File: src/rtl/sd_emmc_cmd_responder_pkg.sv
// ---------------------------------------------------------------------------
// sd_emmc_cmd_responder_pkg
// Shared definitions for the device-side eMMC CMD-line responder.
// Contents:
//   - response-type encodings (RSP_NONE, RSP_R2, RSP_R1, RSP_R3)
//   - command / long-response frame lengths (48, 136)
//   - CRC7 polynomial (x^7 + x^3 + 1 -> 7'h09) and a one-bit step helper
//   - FSM state encodings
// ---------------------------------------------------------------------------
package sd_emmc_cmd_responder_pkg;

    typedef enum logic [1:0] {
        RSP_NONE = 2'b00,
        RSP_R2   = 2'b01,
        RSP_R1   = 2'b10,
        RSP_R3   = 2'b11
    } rsp_type_e;

    typedef enum logic [2:0] {
        ST_IDLE,
        ST_RX,
        ST_CHECK,
        ST_WAIT,
        ST_TX
    } state_e;

    localparam int         CMD_FRAME_LEN = 48;
    localparam int         R2_FRAME_LEN  = 136;
    localparam logic [6:0] CRC7_POLY     = 7'h09;

    // One serial CRC7 step, MSB-first.
    function automatic logic [6:0] crc7_step(input logic [6:0] crc, input logic b);
        logic fb;
        fb = b ^ crc[6];
        return {crc[5:0], 1'b0} ^ (fb ? CRC7_POLY : 7'h00);
    endfunction

endpackage

File: src/rtl/sd_emmc_crc7.sv
// ---------------------------------------------------------------------------
// sd_emmc_crc7
// Serial CRC7 (x^7 + x^3 + 1) accumulator, one bit per sd_clk.
// Ports:
//   sd_clk  in   card clock
//   rst_n   in   async reset, active-low
//   clr     in   restart the CRC; combined with en, the first bit is folded in
//   en      in   fold bit_i into the CRC this cycle
//   bit_i   in   serial data bit
//   crc_o   out  current CRC remainder
// ---------------------------------------------------------------------------
module sd_emmc_crc7
    import sd_emmc_cmd_responder_pkg::*;
(
    input  logic       sd_clk,
    input  logic       rst_n,
    input  logic       clr,
    input  logic       en,
    input  logic       bit_i,
    output logic [6:0] crc_o
);

    // NOTE: sequential state is always written with <= so every flop samples
    // the pre-edge values of its inputs, independent of block ordering.
    always_ff @(posedge sd_clk or negedge rst_n) begin
        if (!rst_n) begin
            crc_o <= 7'h00;
        end else if (en) begin
            crc_o <= crc7_step(clr ? 7'h00 : crc_o, bit_i);
        end else if (clr) begin
            crc_o <= 7'h00;
        end
    end

endmodule

File: src/rtl/sd_emmc_cmd_responder.sv
// ---------------------------------------------------------------------------
// sd_emmc_cmd_responder
// Device-side eMMC CMD-line endpoint: receives 48-bit host commands (framing
// and CRC7 checked) and transmits R1/R3 (48-bit) or R2 (136-bit) responses.
// Ports:
//   sd_clk, rst_n                     clock, async active-low reset
//   cmd_i / cmd_o / cmd_oe_o          CMD pad sample, drive value, enable
//   cmd_valid_o, cmd_index_o,
//   cmd_arg_o, cmd_crc_err_o          received-command interface
//   rsp_start_i, rsp_type_i,
//   rsp_index_i, rsp_data_i           response request from emulation logic
//   rsp_done_o, rsp_timeout_o         response completion / NCR expiry pulses
//   busy_o                            FSM not in IDLE
//   cmd_count_o, crc_err_count_o      statistics (saturating)
// Build option: define SD_EMMC_CMD_RSP_STATS_EN to build the statistics
// counters; otherwise those ports read as zero.
// ---------------------------------------------------------------------------
module sd_emmc_cmd_responder
    import sd_emmc_cmd_responder_pkg::*;
#(
    parameter int NCR_MIN = 2,
    parameter int NCR_MAX = 64
) (
    input  logic         sd_clk,
    input  logic         rst_n,
    input  logic         cmd_i,
    output logic         cmd_o,
    output logic         cmd_oe_o,
    output logic         cmd_valid_o,
    output logic [5:0]   cmd_index_o,
    output logic [31:0]  cmd_arg_o,
    output logic         cmd_crc_err_o,
    input  logic         rsp_start_i,
    input  logic [1:0]   rsp_type_i,
    input  logic [5:0]   rsp_index_i,
    input  logic [127:0] rsp_data_i,
    output logic         rsp_done_o,
    output logic         rsp_timeout_o,
    output logic         busy_o,
    output logic [15:0]  cmd_count_o,
    output logic [15:0]  crc_err_count_o
);

    state_e         state;
    logic [7:0]     bit_cnt;      // index of the frame bit on the line (RX and TX)
    logic [46:0]    rx_sr;        // received bits 46..0 (start bit is implied)
    logic [135:0]   tx_sr;        // response frame, right-aligned
    logic [6:0]     ncr_cnt;
    logic           rsp_latched;
    rsp_type_e      rsp_type_q;
    logic [5:0]     rsp_index_q;
    logic [127:0]   rsp_data_q;

    logic           crc_clr, crc_en, crc_bit;
    logic [6:0]     crc;

    // One CRC engine serves both directions; the line is never RX and TX at once.
    sd_emmc_crc7 u_crc7 (
        .sd_clk (sd_clk),
        .rst_n  (rst_n),
        .clr    (crc_clr),
        .en     (crc_en),
        .bit_i  (crc_bit),
        .crc_o  (crc)
    );

    // Response request: a fresh assertion in WAIT uses the live inputs, a
    // latched one uses the values captured when it first arrived.
    logic       start_now, go_tx;
    rsp_type_e  sel_type;
    logic [5:0] sel_index;
    logic [127:0] sel_data;
    logic [135:0] tx_frame;
    logic [7:0] tx_next_idx;
    logic [2:0] crc_sel;
    logic       tx_next_bit, in_crc_field;

    assign start_now   = (state == ST_WAIT) && rsp_start_i && !rsp_latched;
    assign sel_type    = start_now ? rsp_type_e'(rsp_type_i) : rsp_type_q;
    assign sel_index   = start_now ? rsp_index_i : rsp_index_q;
    assign sel_data    = start_now ? rsp_data_i  : rsp_data_q;
    assign go_tx       = (state == ST_WAIT) && (rsp_latched || start_now) &&
                         (ncr_cnt >= 7'(NCR_MIN));

    assign tx_next_idx  = bit_cnt - 8'd1;
    assign tx_next_bit  = tx_sr[tx_next_idx];
    assign crc_sel      = tx_next_idx[2:0] - 3'd1;
    // R3 carries a fixed 7'h7F in the CRC slot, already present in tx_sr.
    assign in_crc_field = (tx_next_idx >= 8'd1) && (tx_next_idx <= 8'd7) &&
                          (rsp_type_q != RSP_R3);

    assign busy_o = (state != ST_IDLE);

    always_comb begin
        tx_frame = '0;
        case (sel_type)
            RSP_R2:  tx_frame = {2'b00, 6'h3F, sel_data[127:8], 7'h00, 1'b1};
            RSP_R1:  tx_frame = {88'h0, 2'b00, sel_index, sel_data[31:0], 7'h00, 1'b1};
            RSP_R3:  tx_frame = {88'h0, 2'b00, 6'h3F, sel_data[31:0], 7'h7F, 1'b1};
            default: tx_frame = '0;
        endcase
    end

    // NOTE: every signal written here gets a default first, so no path leaves
    // it unassigned and no latch is inferred.
    always_comb begin
        crc_clr = 1'b0;
        crc_en  = 1'b0;
        crc_bit = cmd_i;
        case (state)
            ST_IDLE: begin
                crc_clr = !cmd_i;
                crc_en  = !cmd_i;
            end
            ST_RX: crc_en = (bit_cnt >= 8'd8);
            ST_WAIT: begin
                // R1 CRC covers the start bit launched on this edge; R2 CRC
                // covers the payload only.
                crc_clr = go_tx;
                crc_en  = go_tx && (sel_type == RSP_R1);
                crc_bit = 1'b0;
            end
            ST_TX: begin
                crc_bit = tx_next_bit;
                crc_en  = (bit_cnt != 8'd0) && (tx_next_idx >= 8'd8) &&
                          ((rsp_type_q == RSP_R1) ||
                           ((rsp_type_q == RSP_R2) && (tx_next_idx <= 8'd127)));
            end
            default: ;
        endcase
    end

    // NOTE: the wide capture registers are reset along with the control state
    // so nothing undefined can ever be shifted onto the pad.
    always_ff @(posedge sd_clk or negedge rst_n) begin
        if (!rst_n) begin
            state         <= ST_IDLE;
            bit_cnt       <= 8'd0;
            rx_sr         <= '0;
            tx_sr         <= '0;
            ncr_cnt       <= 7'd0;
            rsp_latched   <= 1'b0;
            rsp_type_q    <= RSP_NONE;
            rsp_index_q   <= 6'd0;
            rsp_data_q    <= '0;
            cmd_o         <= 1'b1;
            cmd_oe_o      <= 1'b0;
            cmd_valid_o   <= 1'b0;
            cmd_crc_err_o <= 1'b0;
            cmd_index_o   <= 6'd0;
            cmd_arg_o     <= 32'd0;
            rsp_done_o    <= 1'b0;
            rsp_timeout_o <= 1'b0;
        end else begin
            cmd_valid_o   <= 1'b0;
            cmd_crc_err_o <= 1'b0;
            rsp_done_o    <= 1'b0;
            rsp_timeout_o <= 1'b0;
            case (state)
                ST_IDLE: begin
                    if (!cmd_i) begin
                        state   <= ST_RX;
                        bit_cnt <= 8'd46;
                        rx_sr   <= '0;
                    end
                end
                ST_RX: begin
                    rx_sr <= {rx_sr[45:0], cmd_i};
                    if (bit_cnt == 8'd0) state   <= ST_CHECK;
                    else                 bit_cnt <= bit_cnt - 8'd1;
                end
                ST_CHECK: begin
                    if (!rx_sr[46]) begin
                        state <= ST_IDLE;          // another device's response
                    end else if (!rx_sr[0] || (rx_sr[7:1] != crc)) begin
                        cmd_crc_err_o <= 1'b1;
                        state         <= ST_IDLE;
                    end else begin
                        cmd_valid_o <= 1'b1;
                        cmd_index_o <= rx_sr[45:40];
                        cmd_arg_o   <= rx_sr[39:8];
                        ncr_cnt     <= 7'd1;
                        rsp_latched <= 1'b0;
                        state       <= ST_WAIT;
                    end
                end
                ST_WAIT: begin
                    if (start_now) begin
                        rsp_latched <= 1'b1;
                        rsp_type_q  <= rsp_type_e'(rsp_type_i);
                        rsp_index_q <= rsp_index_i;
                        rsp_data_q  <= rsp_data_i;
                    end
                    if (go_tx) begin
                        if (sel_type == RSP_NONE) begin
                            state <= ST_IDLE;
                        end else begin
                            rsp_type_q <= sel_type;
                            tx_sr      <= tx_frame;
                            bit_cnt    <= (sel_type == RSP_R2) ? 8'(R2_FRAME_LEN - 1)
                                                               : 8'(CMD_FRAME_LEN - 1);
                            cmd_o      <= 1'b0;    // start bit
                            cmd_oe_o   <= 1'b1;
                            state      <= ST_TX;
                        end
                    end else if (ncr_cnt >= 7'(NCR_MAX)) begin
                        rsp_timeout_o <= 1'b1;
                        state         <= ST_IDLE;
                    end else begin
                        ncr_cnt <= ncr_cnt + 7'd1;
                    end
                end
                ST_TX: begin
                    if (bit_cnt == 8'd0) begin
                        cmd_o      <= 1'b1;
                        cmd_oe_o   <= 1'b0;
                        rsp_done_o <= 1'b1;
                        state      <= ST_IDLE;
                    end else begin
                        bit_cnt <= tx_next_idx;
                        cmd_o   <= in_crc_field ? crc[crc_sel] : tx_next_bit;
                    end
                end
                default: state <= ST_IDLE;
            endcase
        end
    end

`ifdef SD_EMMC_CMD_RSP_STATS_EN
    logic [15:0] cmd_count_q, crc_err_count_q;

    always_ff @(posedge sd_clk or negedge rst_n) begin
        if (!rst_n) begin
            cmd_count_q     <= 16'h0;
            crc_err_count_q <= 16'h0;
        end else begin
            if (cmd_valid_o && (cmd_count_q != 16'hFFFF))
                cmd_count_q <= cmd_count_q + 16'd1;
            if (cmd_crc_err_o && (crc_err_count_q != 16'hFFFF))
                crc_err_count_q <= crc_err_count_q + 16'd1;
        end
    end

    assign cmd_count_o     = cmd_count_q;
    assign crc_err_count_o = crc_err_count_q;
`else
    assign cmd_count_o     = 16'h0;
    assign crc_err_count_o = 16'h0;
`endif

endmodule

File: config.mk
export PLATFORM = sky130hd
export DESIGN_NAME = sd_emmc_cmd_responder
export DESIGN_NICKNAME = d
export VERILOG_FILES = /design/src/rtl/sd_emmc_cmd_responder_pkg.sv /design/src/rtl/sd_emmc_crc7.sv /design/src/rtl/sd_emmc_cmd_responder.sv
export SDC_FILE = /design/constraint.sdc
export NUM_CORES = 1
export LEC_CHECK = 0
export CORE_UTILIZATION = 50
export DETAILED_ROUTE_END_ITERATION = 7
export PLACE_DENSITY = 0.72
export REMOVE_ABC_BUFFERS = 1
export SETUP_SLACK_MARGIN = 0.1
export SYNTH_ARGS = -nofsm -noshare
export SYNTH_HDL_FRONTEND = slang
export SYNTH_SLANG_ARGS = --single-unit
File: constraint.sdc
create_clock -name sd_clk -period 6.3 [get_ports sd_clk]
set_input_delay 0.63 -clock sd_clk [delete_from_list [all_inputs] [get_ports sd_clk]]
set_output_delay 0.63 -clock sd_clk [all_outputs]
set_load 0.1 [all_outputs]
# Word level (Yosys, flattened, before mapping)
# Index checks and enable logic that the tools add are counted.
# Widths: inputs -> output; s select.
[word_totals]
regBits = 389
out_inout_bits = 77
wordCells = 152
input_bits = 140
[classes]
add_sub_neg = 3
reduce_logical = 35
bitwise_logic = 4
muxes = 60
eq_ne = 23
magnitude_cmp = 9
[ops]
columns = ["op", "count"]
rows = [
  ["$pmux 134 s3", 1],
  ["$mux 128", 1],
  ["$pmux 47 s2", 1],
  ["$mux 47", 1],
  ["$mux 7", 6],
  ["$mux 8", 5],
  ["$ne 2x2->1 const B", 12],
  ["$pmux 8 s3", 1],
  ["$mux 1", 23],
  ["$mux 3", 6],
  ["$ge 8x4->1 const B", 2],
  ["$pmux 3 s5", 1],
  ["$pmux 7 s2", 1],
  ["$reduce_and 4->1", 3],
  ["$logic_and 1x1->1", 10],
  ["$pmux 1 s2", 5],
  ["$reduce_and 5->1", 2],
  ["$lt 8x9->1 const B", 1],
  ["$reduce_and 3->1", 3],
  ["$bmux 1 s8", 1],
  ["$ge 8x1->1 const B", 1],
  ["$le 8x3->1 const B", 1],
  ["$le 8x7->1 const B", 1],
  ["$logic_not 8->1", 1],
  ["other kinds (30)", 44],
]

# Logic depth before layout (Yosys ltp)
[depth]
word_depth = 12
ltp_mapped = 14
mapped_depth_nobuf = 10

# Hierarchy
# From an unflattened synthesis, not the netlist that was laid out.
[hier_totals]
hier_cells = 1344
area_unflattened_um2 = 16450.8
[modules_own_cells]
columns = ["module", "seq_area_each_um2", "cells_per_inst", "instances", "area_each_um2"]
rows = [
  ["sd_emmc_cmd_responder", 9235.1, 1313, 1, 16119.2],
  ["sd_emmc_crc7", 175.2, 31, 1, 331.6],
]

# Worst setup path after synthesis
# OpenSTA, ideal clock, no wires.
[synth_path]
kind = "register to register"
start = "register bit_cnt[0]"
end = "register u_crc7.crc_o[0]"
setup_time_ns = 0.124
required_time_ns = 6.176
period_less_slack_ns = 3.745
path_slack_ns = 2.555
path_stages_with_launch = 14
path_buffers = 4
t_arrival_ns = 3.621
path_cell_list = "dfrtp_1 buf_6 buf_2 inv_1 ha_1 buf_4 xor2_2 buf_2 mux4_2 nor2b_1 a311oi_1 o221ai_1 and4_1 a211o_1"
[synth_between]
elab_chain_len = 8
word_cells_on_any_way = 17
classes_between = "add/sub (1); order compare (3); mux (6); bitwise (2); reduce/logical (5)"
[synth_rtl]
columns = ["element", "line", "text"]
rows = [
  ["from (decl)", "sd_emmc_cmd_responder.sv:45", "logic [7:0] bit_cnt;"],
  ["from (signal assigned)", "sd_emmc_cmd_responder.sv:170", "else bit_cnt <= bit_cnt - 8'd1;"],
  ["from (signal assigned)", "sd_emmc_cmd_responder.sv:200", "bit_cnt <= (sel_type == RSP_R2) ? 8'(R2_FRAME_LEN - 1)"],
  ["from (signal assigned)", "sd_emmc_cmd_responder.sv:220", "bit_cnt <= tx_next_idx;"],
  ["$sub 8x1->8", "sd_emmc_cmd_responder.sv:85", "assign tx_next_idx = bit_cnt - 8'd1;"],
  ["$bmux 1 s8", "sd_emmc_cmd_responder.sv:86", "assign tx_next_bit = tx_sr[tx_next_idx];"],
  ["$mux 1 (not written as such)", "sd_emmc_cmd_responder.sv:86", ""],
  ["$pmux 1 s2", "sd_emmc_cmd_responder.sv:110", "case (state)"],
  ["$xor 1x1->1", "sd_emmc_cmd_responder_pkg.sv:34", "fb = b ^ crc[6];"],
  ["$mux 4", "sd_emmc_cmd_responder_pkg.sv:35", "return {crc[5:0], 1'b0} ^ (fb ? CRC7_POLY : 7'h00);"],
  ["$xor 7x7->7", "sd_emmc_cmd_responder_pkg.sv:35", ""],
  ["$mux 7 (*)", "sd_emmc_crc7.sv:28", "end else if (en) begin"],
  ["to (signal assigned)", "sd_emmc_crc7.sv:29", "crc_o <= crc7_step(clr ? 7'h00 : crc_o, bit_i);"],
  ["to (decl)", "sd_emmc_crc7.sv:20", "output logic [6:0] crc_o"],
]
# Every way passes the cells marked *; elsewhere a longest branch is shown, timed or not. The select of a mux whose other input is x is not followed.
# A chain may end at the register's enable or synchronous reset.

# Worst setup path after layout
# Same ends and word-level chain as after synthesis.

==> reports/results.ini <==
[placement]
hpwlAfterDp_mm=23.15
io_buffer_count=184
gp_congestion=0.8282
pre_cts_slack_ps=2336

[floorplanning]
die_area_mm2=0.03347
die_h_um=183.0
coreArea_mm2=0.03188
num_rows=65
io_pins=217
dieWidth_um=183.0
initial_utilization_pct=51.35

[timing]
worst_pin_slew_ps=1263
max_freq_ghz=0.2528
report.final.setup_viol=0
final-hold-violation-count=0
worst_hold_slack_ps=99.15
worst_slack_ps=2345
rsz0062_at_grt=false
min_period_over_period_pct=62.78
max-slew-margin-rel_pct=15.71
fin_crit_ps=3955
tns_ps=0
final_max_slew_viol_count=0
fin_skew_ps=14.61

[grt]
grt.overflow.total=0
groute.usage.overall_pct=22.48
grt_max_degree=154
grt_pass1_wl_mm=59.82
grt_pass1_vias=11050
antenna_found_initial=1

[critical_path]
end_kind=flop
startpoint_type=flop
crit_path_cell_trace=inv_1, ha_2, xor2_2, mux4_2, nand2_1, nand3_1, a311oi_1, o221ai_1, and4_1, a211o_1
path_class=reg2reg
slowest_stage=xor2_2
critPathMaxStageDelay_ps=980
critPathRequiredTime_ps=6720
worst_ep_arrival_time_ps=4380
critical_path.max_fanout=16

[outcome]
status=finished, final reports clean

[final_layout]
syn_to_final_growth_pct=20.83
drive_above_1_share_pct=19.21
multi_input_area_mm2=0.006351
final_nets=1611
fin_util_pct=62.05
fillers=2595
regArea_mm2=0.009412

[cts]
post-cts-setup-buffers=0
cts-root-buf=clkbuf_16
ctsHoldBuffers=0
insertion_delay_ps=540
numCtsBuffers=40
cts.sinks=376
cts_resized=0
cts_buffer_depth=3
cts_tree=built
h-tree-depth=2
clk_pin_slew_ps=60

[synthesis]
yosys.area_share.adder_pct=0.4585
synth_cell_type_count=66
synthArstFlopShare_pct=100.0
syn_area_mm2=0.01637
synth_mux_area_share_pct=16.68
synth_xor_xnor_area_share_pct=1.055
synthSimpleGateAreaFrac_pct=7.436
synth_seq_cells=376
synth_compound_area_share_pct=12.01
seq_area_frac_synth_pct=57.48
synth-edff-count=0
ys_warn_count=0
synth-main-ff-cell=dfrtp_1
syn_inst=1325
avgSynthCellArea_um2=12.36
synth_top_family_by_area=multiplexers

[detailed_routing]
first_pass_iters=5
via_per_inst=5.725
drt_iter0_drc=891
wirelength_mm=36.86
vias=11050
postRouteAntennaNets=0
drc_errors=0
post_drt_wl_per_cell_um=19.10

[run]
drv_cap=0

[pwr]
cellPowerDensity_mw_per_mm2=405.3
p_leak_nw=9.460
vdd_drop_max_mv=0.2218
total_power_mw=8.017

[min_path]
hp-class=in2async

[layer usage]
layer	routed length [um]	global-route usage, %	vias up
li1	-	-	5012
met1	16370	31.86	5642
met2	17790	35.62	329
met3	1806	3.773	67
met4	895	6.800	0
met5	0	0.8889	-
[cell families after synthesis]
logic type | after synthesis
AND/OR/NAND/NOR | 271
AO/OA/AOI/OAI | 274
XOR/XNOR | 18
other | 1
adder cells (fa/ha/maj) | 6
flip-flops | 376
multiplexers | 213
buffers and inverters | 166
[critical path, delay by kind of cell, from the launching register on]
family                     cells  cell delay, ps
AOI/OAI and AO/OA              3             850
xor gates and xnor gates       1             980
adders and majority gates      1             340
buffers and inverters          1             260
DFF                            1             400
muxes                          1             630
and+or+nand+nor                3             380
[layout make-up]
type,instances,share of cell area (%)
inverter,36,0.6831
multi-input combinational,814,32.10
tap,435,2.751
sequential,376,47.57
timing repair buffer,197,9.955
clock inverter,18,1.056
antenna,1,0.01265
clock buffer,53,5.863
[cell usage after synthesis (3+ instances only)]
cell / number / share of area (%)
mux2i_1: 31 / 1.9
o221ai_1: 3 / 0.16
or2_2: 3 / 0.11
buf_6: 4 / 0.28
buf_2: 9 / 0.28
nand2_1: 133 / 3.0
mux4_2: 33 / 4.5
a211o_1: 3 / 0.16
dfrtp_1: 375 / 57
mux2_2: 149 / 10
or3_1: 5 / 0.19
xor2_1: 5 / 0.27
nand2b_1: 3 / 0.11
nor4_2: 3 / 0.23
ha_1: 6 / 0.46
a21oi_1: 51 / 1.6
clkbuf_1: 68 / 1.6
xnor2_1: 11 / 0.59
nor2_1: 70 / 1.6
nor2b_1: 7 / 0.27
o21ai_0: 61 / 1.9
a311oi_1: 3 / 0.16
a32o_1: 82 / 5.0
nor3_1: 7 / 0.21
and2_1: 5 / 0.19
nand4_1: 5 / 0.19
inv_1: 35 / 0.80
buf_1: 14 / 0.32
buf_4: 35 / 1.6
o31ai_1: 5 / 0.23
and3_1: 6 / 0.23
o22ai_1: 42 / 1.6
nand3_1: 9 / 0.28
[metrics by stage]
| stage | cell area, um^2 | cells |
|---|---|---|
| floorplan | 15830 | 1226 |
| CTS | 19780 | 1929 |
| global route | 19780 | 1930 |
| global placement | 18410 | 1858 |
| detailed placement | 18410 | 1858 |
| finish | 19780 | 1930 |
[flip-flops by register name, indices dropped and copies added (netlist names)]
signal         cells
rx_sr             47
cmd_valid_o        1
cmd_arg_o         32
rsp_done_o         1
cmd_oe_o           1
rsp_index_q        6
ncr_cnt            7
rsp_latched        1
rsp_type_q         2
cmd_o              1
tx_sr            123
bit_cnt            8
state              3
cmd_index_o        6
rsp_data_q       128
u_crc7.crc_o       7
rsp_timeout_o      1
cmd_crc_err_o      1
[worst paths after layout]
check                                        from                    endpoint  slack (ps)  depth (start not counted)
max                        bit_cnt[0]$_DFFE_PN0P_   u_crc7.crc_o[0]$_DFF_PN0_        2340                         10
min                                         rst_n  rsp_data_q[98]$_DFFE_PN0P_         100                          1
max reg2reg                bit_cnt[0]$_DFFE_PN0P_   u_crc7.crc_o[0]$_DFF_PN0_        2340                         10
min reg2reg                 tx_sr[76]$_DFFE_PN0P_       tx_sr[76]$_DFFE_PN0P_         480                          1
max in group asynchronous                   rst_n  rsp_data_q[22]$_DFFE_PN0P_        4640                          2
min in group sd_clk         tx_sr[76]$_DFFE_PN0P_       tx_sr[76]$_DFFE_PN0P_         480                          1
[placed cells by master, fill, tap and decap left out, types with 6 or more instances in the layout]
master / count
xnor2_1: 11
buf_4: 11
nor3_1: 7
a21oi_1: 51
nand2_1: 131
nand3_1: 9
conb_1: 32
o22ai_1: 42
clkinv_2: 11
clkbuf_8: 11
mux2i_1: 31
inv_1: 35
o21ai_0: 61
nor2_1: 69
nor2b_1: 7
a32o_1: 82
mux4_2: 33
clkdlybuf4s50_1: 183
clkbuf_16: 40
and3_1: 6
mux2_2: 149
dfrtp_1: 374
[where the power goes]
group	switching, mW	internal, mW	leakage, nW	total (mW)
combinational	1.53	0.871	3.59	2.40
sequential	0.302	2.90	5.18	3.20
clock	0.951	1.46	0.689	2.41
No activity file was read; power rests on OpenSTA's default activity.
